**config.mk**
```make
export PLATFORM = sky130hd
export DESIGN_NAME = spi_slave_if
export DESIGN_NICKNAME = d
export VERILOG_FILES = /design/src/rtl/spi_slave_if.sv
export SDC_FILE = /design/constraint.sdc
export NUM_CORES = 1
export LEC_CHECK = 0
export CAP_MARGIN = 20
export CORE_MARGIN = 5
export CORE_UTILIZATION = 25
export DETAILED_ROUTE_END_ITERATION = 8
export GPL_TIMING_DRIVEN = 0
export PLACE_DENSITY = 0.54
export SYNTH_ARGS = -nofsm -noshare
export SYNTH_HDL_FRONTEND = slang
export SYNTH_SLANG_ARGS = --single-unit
```
**constraint.sdc**
```tcl
create_clock -name clk -period 1.9 [get_ports clk]
set_input_delay 0.285 -clock clk [delete_from_list [all_inputs] [get_ports clk]]
set_output_delay 0.285 -clock clk [all_outputs]
set_load 0.02 [all_outputs]
```
**src/rtl/spi_slave_if.sv**
```systemverilog
// SPI slave front end: 10-bit command words in on MOSI, read byte out on MISO (MSB first).
// rx_valid one cycle after the 10th word bit; MISO bit7 one cycle after tx_valid; no backpressure, SS_n high aborts.
module spi_slave_if #(
    parameter int WORD_W = 10,
    parameter int DATA_W = 8
) (
    input  logic              clk,
    input  logic              rst_n,
    input  logic              SS_n,
    input  logic              MOSI,
    output logic              MISO,
    output logic [WORD_W-1:0] rx_data,
    output logic              rx_valid,
    input  logic [DATA_W-1:0] tx_data,
    input  logic              tx_valid
);

    typedef enum logic [2:0] {
        IDLE,
        CHK_CMD,
        WRITE,
        READ_ADD,
        READ_DATA
    } state_t;

    localparam int CNT_W = $clog2(WORD_W + 1);
    localparam int TXC_W = $clog2(DATA_W + 1);

    state_t              state_q, state_d;
    logic [CNT_W-1:0]    bit_cnt_q, bit_cnt_d;
    logic [WORD_W-2:0]   shreg_q, shreg_d;
    logic                word_done_q, word_done_d;
    logic                tx_started_q, tx_started_d;
    logic [DATA_W-2:0]   tx_shreg_q, tx_shreg_d;
    logic [TXC_W-1:0]    tx_cnt_q, tx_cnt_d;
    logic [WORD_W-1:0]   rx_data_q, rx_data_d;
    logic                rx_valid_q, rx_valid_d;
    logic                miso_q, miso_d;
    logic                rd_addr_seen_q, rd_addr_seen_d;

    always_comb begin
        state_d        = state_q;
        bit_cnt_d      = bit_cnt_q;
        shreg_d        = shreg_q;
        word_done_d    = word_done_q;
        tx_started_d   = tx_started_q;
        tx_shreg_d     = tx_shreg_q;
        tx_cnt_d       = tx_cnt_q;
        rx_data_d      = rx_data_q;
        rx_valid_d     = 1'b0;
        miso_d         = miso_q;
        rd_addr_seen_d = rd_addr_seen_q;

        case (state_q)
            IDLE: begin
                if (!SS_n) state_d = CHK_CMD;
            end
            CHK_CMD: begin
                bit_cnt_d    = '0;
                word_done_d  = 1'b0;
                tx_started_d = 1'b0;
                if (!MOSI)               state_d = WRITE;
                else if (!rd_addr_seen_q) state_d = READ_ADD;
                else                     state_d = READ_DATA;
            end
            WRITE, READ_ADD, READ_DATA: begin
                if (!word_done_q) begin
                    shreg_d = {shreg_q[WORD_W-3:0], MOSI};
                    if (bit_cnt_q == CNT_W'(WORD_W - 1)) begin
                        rx_data_d   = {shreg_q, MOSI};
                        rx_valid_d  = 1'b1;
                        word_done_d = 1'b1;
                        bit_cnt_d   = '0;
                        if (state_q == READ_ADD) rd_addr_seen_d = 1'b1;
                    end else begin
                        bit_cnt_d = bit_cnt_q + CNT_W'(1);
                    end
                end else if (state_q == READ_DATA) begin
                    // First MISO bit goes out on the latch edge itself
                    if (!tx_started_q) begin
                        if (tx_valid) begin
                            tx_started_d   = 1'b1;
                            miso_d         = tx_data[DATA_W-1];
                            tx_shreg_d     = tx_data[DATA_W-2:0];
                            tx_cnt_d       = TXC_W'(DATA_W - 1);
                            rd_addr_seen_d = 1'b0;
                        end
                    end else if (tx_cnt_q != '0) begin
                        miso_d     = tx_shreg_q[DATA_W-2];
                        tx_shreg_d = {tx_shreg_q[DATA_W-3:0], 1'b0};
                        tx_cnt_d   = tx_cnt_q - TXC_W'(1);
                    end else begin
                        miso_d = 1'b0;
                    end
                end
            end
            default: state_d = IDLE;
        endcase

        // Deselect mid-frame drops the partial word but keeps rd_addr_seen
        if (SS_n && state_q != IDLE) begin
            state_d        = IDLE;
            bit_cnt_d      = '0;
            shreg_d        = '0;
            word_done_d    = 1'b0;
            tx_started_d   = 1'b0;
            tx_cnt_d       = '0;
            rx_data_d      = rx_data_q;
            rx_valid_d     = 1'b0;
            miso_d         = 1'b0;
            rd_addr_seen_d = rd_addr_seen_q;
        end
    end

    always_ff @(posedge clk) begin
        if (!rst_n) begin
            state_q        <= IDLE;
            bit_cnt_q      <= '0;
            shreg_q        <= '0;
            word_done_q    <= 1'b0;
            tx_started_q   <= 1'b0;
            tx_shreg_q     <= '0;
            tx_cnt_q       <= '0;
            rx_data_q      <= '0;
            rx_valid_q     <= 1'b0;
            miso_q         <= 1'b0;
            rd_addr_seen_q <= 1'b0;
        end else begin
            state_q        <= state_d;
            bit_cnt_q      <= bit_cnt_d;
            shreg_q        <= shreg_d;
            word_done_q    <= word_done_d;
            tx_started_q   <= tx_started_d;
            tx_shreg_q     <= tx_shreg_d;
            tx_cnt_q       <= tx_cnt_d;
            rx_data_q      <= rx_data_d;
            rx_valid_q     <= rx_valid_d;
            miso_q         <= miso_d;
            rd_addr_seen_q <= rd_addr_seen_d;
        end
    end

    assign MISO     = miso_q;
    assign rx_data  = rx_data_q;
    assign rx_valid = rx_valid_q;

endmodule

```
# Word-level counts from Yosys, hierarchy flattened
# Cells that the tools add are included.
# Widths: inputs -> output; s select.
word_totals:
  regBits: 42
  in_bits: 13
  out_inout_bits: 12
  word_cells: 79
op_classes:
  addsub: 2
  n_eq_ne: 13
  mux: 30
  bitwise: 4
  n_reduce_logical: 19
op_table:
  columns: ["cell", "count"]
  rows:
  - ["$mux 7", 3]
  - ["$mux 4", 5]
  - ["$mux 1", 15]
  - ["$ne 2x2->1 const B", 6]
  - ["$mux 3", 3]
  - ["$pmux 3 s3", 1]
  - ["$pmux 4 s2", 1]
  - ["$reduce_and 4->1", 2]
  - ["$reduce_bool 2->1", 4]
  - ["$reduce_and 7->1", 1]
  - ["$eq 3x2->1 const B", 2]
  - ["$reduce_and 2->1", 3]
  - ["$reduce_and 5->1", 1]
  - ["$add 4x1->4 const B", 1]
  - ["$eq 4x4->1 const B", 1]
  - ["$ne 2x1->1 const B", 2]
  - ["$not 1->1", 4]
  - ["$pmux 1 s2", 2]
  - ["$reduce_bool 4->1", 1]
  - ["$reduce_or 4->1", 1]
  - ["$sub 4x1->4 const B", 1]
  - ["$eq 3x1->1 const B", 1]
  - ["$eq 3x3->1 const B", 1]
  - ["$logic_not 3->1", 1]
  - ["5 further kinds", 5]

# Depth between registers and ports, before layout
logic_depth:
  word_depth: 5
  mapped_depth: 8
  ltp_nobuf: 6

# Worst setup path after synthesis
# No wires, ideal clock.
synth_timing:
  path_kind: "register to register"
  startpoint: "register tx_cnt_q[0]"
  endpoint: "register tx_shreg_q[3]"
  setup_ns: 0.116
  arrival_ns: 1.357
  required_time_ns: 1.784
  path_slack_ns: 0.427
  stages_incl_launch_ff: 9
  path_buffers: 2
  synth_period_minus_slack_ns: 1.473
  cell_sequence: "dfxtp_1 -> inv_1 -> ha_1 -> nand4bb_1 -> and3_1 -> clkbuf_1 -> buf_2 -> nand2_1 -> o211a_1"
synth_via:
  elab_chain_cells: 3
synth_lines:
  columns: ["item", "line_no", "rtl"]
  rows:
  - ["start: declaration", "35", "logic [TXC_W-1:0] tx_cnt_q, tx_cnt_d;"]
  - ["start signal: assignment", "135", "tx_cnt_q <= tx_cnt_d;"]
  - ["$reduce_bool 4->1", "88", "end else if (tx_cnt_q != '0) begin"]
  - ["$ne 2x1->1 (no line)", null, null]
  - ["$reduce_and 5->1 (no line)", null, null]
  - ["end signal: assignment", "134", "tx_shreg_q <= tx_shreg_d;"]
  - ["end: declaration", "34", "logic [DATA_W-2:0] tx_shreg_q, tx_shreg_d;"]
# Every way passes these cells.
# A chain may end at the register's enable or synchronous reset.

# Worst setup path after layout
layout_timing:
  startpoint: "register state_q[0]"
  endpoint: "register bit_cnt_q[1]"
layout_via:
  elab_chain_cells: 4
  word_cells_on_any_way: 12
  cone_classes: "eq/ne (5); mux (1); reduce/logical (6)"
layout_lines:
  columns: ["item", "line_no", "rtl"]
  rows:
  - ["start: declaration", "29", "state_t state_q, state_d;"]
  - ["start signal: assignment", "129", "state_q <= state_d;"]
  - ["$eq 3x2->1 or $eq 3x3->1 (tied branches)", "54", "case (state_q)"]
  - ["$reduce_or 3->1", "54", null]
  - ["$ne 2x2->1 (no line) or $reduce_bool 2->1 (tied branches)", null, null]
  - ["$reduce_and 2->1 (no line)", null, null]
  - ["end signal: assignment", "130", "bit_cnt_q <= bit_cnt_d;"]
  - ["end: declaration", "30", "logic [CNT_W-1:0] bit_cnt_q, bit_cnt_d;"]
# Parallel ways exist; a longest one is shown, timed or not.

==> results_dict.tcl <==
set metrics [dict create \
    status "finished clean" \
    ys_warn_count 0 \
    drc 0 \
    synth_area_sq_mm 0.001943 \
    end_kind "flip-flop" \
    cp_cell_sequence "buf_6, nor4b_1, nor2_1, clkbuf_1, nand4_1, o31ai_1" \
    cts_buffers 5 \
    numPortBuffers 24 \
    hold_path.class "reg -> reg" \
    drv_slew 0 \
    layout.nets 282 \
    dp.cells 361 \
    clock_skew_ns 0.01010 \
    synth.avg_cell_area_sq_um 8.269 \
    drt-met1-wl_mm 2.250 \
    critPathLaunch "state_q[0]" \
    antenna_found_initial 0 \
    cts_hold_buf 0 \
    vias 1721 \
    crit_buf_inv 2 \
    highest_layer "met4" \
    power_density_mw_per_mm2 674.9 \
    cts_tree "done" \
    drt-vias-per-instance 4.664 \
    nFillCells 843 \
    timing.fmax_mhz 597.5 \
    wl_met2_mm 2.044 \
    synth_top_family_by_area "simple AND/OR/NAND/NOR gates" \
    cp_slowest_stage_delay_ns 0.40 \
    path_clk_slew_ns 0.09 \
    crit_cells 6 \
    hpwl_mm 3.289 \
    synthCells 235 \
    synth_top_area_share_pct 43.27 \
    ys_seq_area_share_pct 43.27 \
    clkLatencyLatePin_ns 0.30 \
    core_area_sq_mm 0.007647 \
    synth-compound-area-share_pct 20.22 \
    wl_per_cell_um 12.24 \
    clkSinkCount 42 \
    muxShareOfSynthArea_pct 3.606 \
    synth-async-reset-ratio_pct 0 \
    wl_met3_um 189 \
    synth_fp_nets 251 \
    ys_ff_latch 42 \
    worstSetupPathType "reg -> reg" \
    rows 32 \
    cts_root_buf "clkbuf_8" \
    grt_first_pass_wirelength_mm 7.534 \
    grt_pass1_vias 1572 \
    synth_fa_ha_area_share_pct 1.932 \
    fin_cells 369 \
    fin_crit_sh_pct 88.08 \
    rsz0062_at_grt "no" \
    die_x_um 98.16 \
    max-clock-path-buffers 2 \
    layout.cells.most_common_list "dfxtp_1, nand2_1, clkdlybuf4s50_1" \
    synth_area_leaders "dfxtp_1, nand2_1, nand3_1" \
    drive_above_1_share_pct 8.240 \
    gp_congestion 0.8172 \
    crit_family "simple AND/OR/NAND/NOR gates" \
    worst_slew_pin_slew_ns 0.5729 \
    synth_top_area_cell "dfxtp_1" \
    postRouteAntennaNets 0 \
    peakVddDrop_mv 0.2591 \
    cp_slowest_cell "nor4b_1" \
    crit-reg2reg-launch "state_q[0]" \
    arrival_ns 1.85 \
    synth_simple_gate_area_share_pct 24.98 \
    crit_path_max_fanout 10 \
    power_uw 1624 \
    yosys_most_used_dff "dfxtp_1" \
    setup_viol 0 \
    hold_violations 0 \
    post_cts_buffers 0 \
    reg2regPathDepth 6 \
    fin_tns_setup_ns 0 \
    final_area_sq_mm 0.002406 \
    htree_num_levels 2 \
    start_util_pct 25.41 \
    grt_usage_pct 9.382 \
    firstDrtPassIters 5 \
    die_y_um 98.16 \
    min_from "shreg_q[8]" \
    holdPathStages 2 \
    setup.worst_path.start_class "flip-flop" \
    synth_xor_area_share_pct 0 \
    required_ns 2.08 \
    area_delta_synth_final_pct 23.82 \
    slew-limit-headroom_pct 61.81 \
    grt_max_degree 16 \
    io_pins 25 \
    synth_edf_count 0 \
    cts_resized 0 \
    wirelength_mm 4.515 \
    die-area_sq_mm 0.009635 \
    placed_area_sq_mm 0.002311 \
    leakagePower_uw 0.0008617 \
    post-route-min-period_ns 1.674 \
    antenna-diode-count 0 \
    cap_viol_max_count 0 \
    synth_cell_types 46 \
    drt_iter0_markers 107 \
    grt_overflow 0 \
]
power breakdown:
part,switching (uW),internal (uW)
combinational,77.8,52.6
sequential,5.27,884
clock,341,263
total,424,1200
cell usage after synthesis, types with 2 or more instances:
| cell | instances |
|---|---|
| a21oi_1 | 14 |
| a21oi_2 | 2 |
| a31oi_1 | 3 |
| and2_1 | 4 |
| buf_1 | 3 |
| buf_2 | 3 |
| buf_6 | 2 |
| clkbuf_1 | 10 |
| dfxtp_1 | 42 |
| ha_1 | 3 |
| inv_1 | 6 |
| mux2i_1 | 7 |
| nand2_1 | 42 |
| nand2b_1 | 3 |
| nand3_1 | 16 |
| nand3b_1 | 3 |
| nand4_1 | 2 |
| nor2_1 | 14 |
| nor2b_1 | 2 |
| nor3_1 | 3 |
| o211a_1 | 7 |
| o211ai_1 | 2 |
| o21ai_0 | 6 |
| o21ai_1 | 11 |
| o31ai_1 | 3 |
| or3_1 | 2 |
logic make-up after synthesis:
logic type / after synthesis
buf+inv: 25
flops: 42
fa+ha+maj: 3
mux: 7
simple gates: 100
compound gates: 58
per-layer routing:
layer	vias up	global-route usage [%]
li1	883	-
met1	809	12.55
met2	24	15.18
met3	5	2.429
met4	0	2.206
met5	-	0
path summary, 6_finish.rpt:
| check | to | slack [ns] |
|---|---|---|
| max reg2reg | bit_cnt_q[1] | 0.23 |
| min | rx_data[9] | 0.46 |
| max | bit_cnt_q[1] | 0.23 |
| min reg2reg | rx_data[9] | 0.46 |
cell type report:
type | count | area, sq um | share of cell area, %
buffer | 19 | 96.34 | 4.004
inverter | 6 | 22.52 | 0.9360
timing repair buffer | 24 | 240.2 | 9.984
multi-input combinational | 168 | 985.9 | 40.98
clock inverter | 3 | 23.77 | 0.9880
tap | 102 | 127.6 | 5.304
clock buffer | 5 | 68.82 | 2.860
sequential | 42 | 840.8 | 34.95
tightest hold or removal path, cell delays in order, from the launching register on:
cell     delay [ns]
dfxtp_1        0.32
nand2_1        0.05
o21ai_1        0.05
through the flow:
step	hold WS, ns	util [%]	setup WS (ns)
floorplan	0.4176	-	0.4273
global placement	0.4448	30.22	-0.1382
detailed placement	0.4493	30.22	-0.1287
CTS	0.4630	31.43	0.1748
global route	0.4799	31.46	0.01040
finish	0.4558	31.46	0.2265
flip-flops by register name (all words and copies together), names as in the netlist:
| signal | flops |
|---|---|
| rx_data | 10 |
| shreg_q | 9 |
| bit_cnt_q | 4 |
| rd_addr_seen_q | 1 |
| tx_shreg_q | 7 |
| tx_started_q | 1 |
| state_q | 3 |
| MISO | 1 |
| tx_cnt_q | 4 |
| rx_valid | 1 |
| word_done_q | 1 |
(Power assumes the default switching activity.)
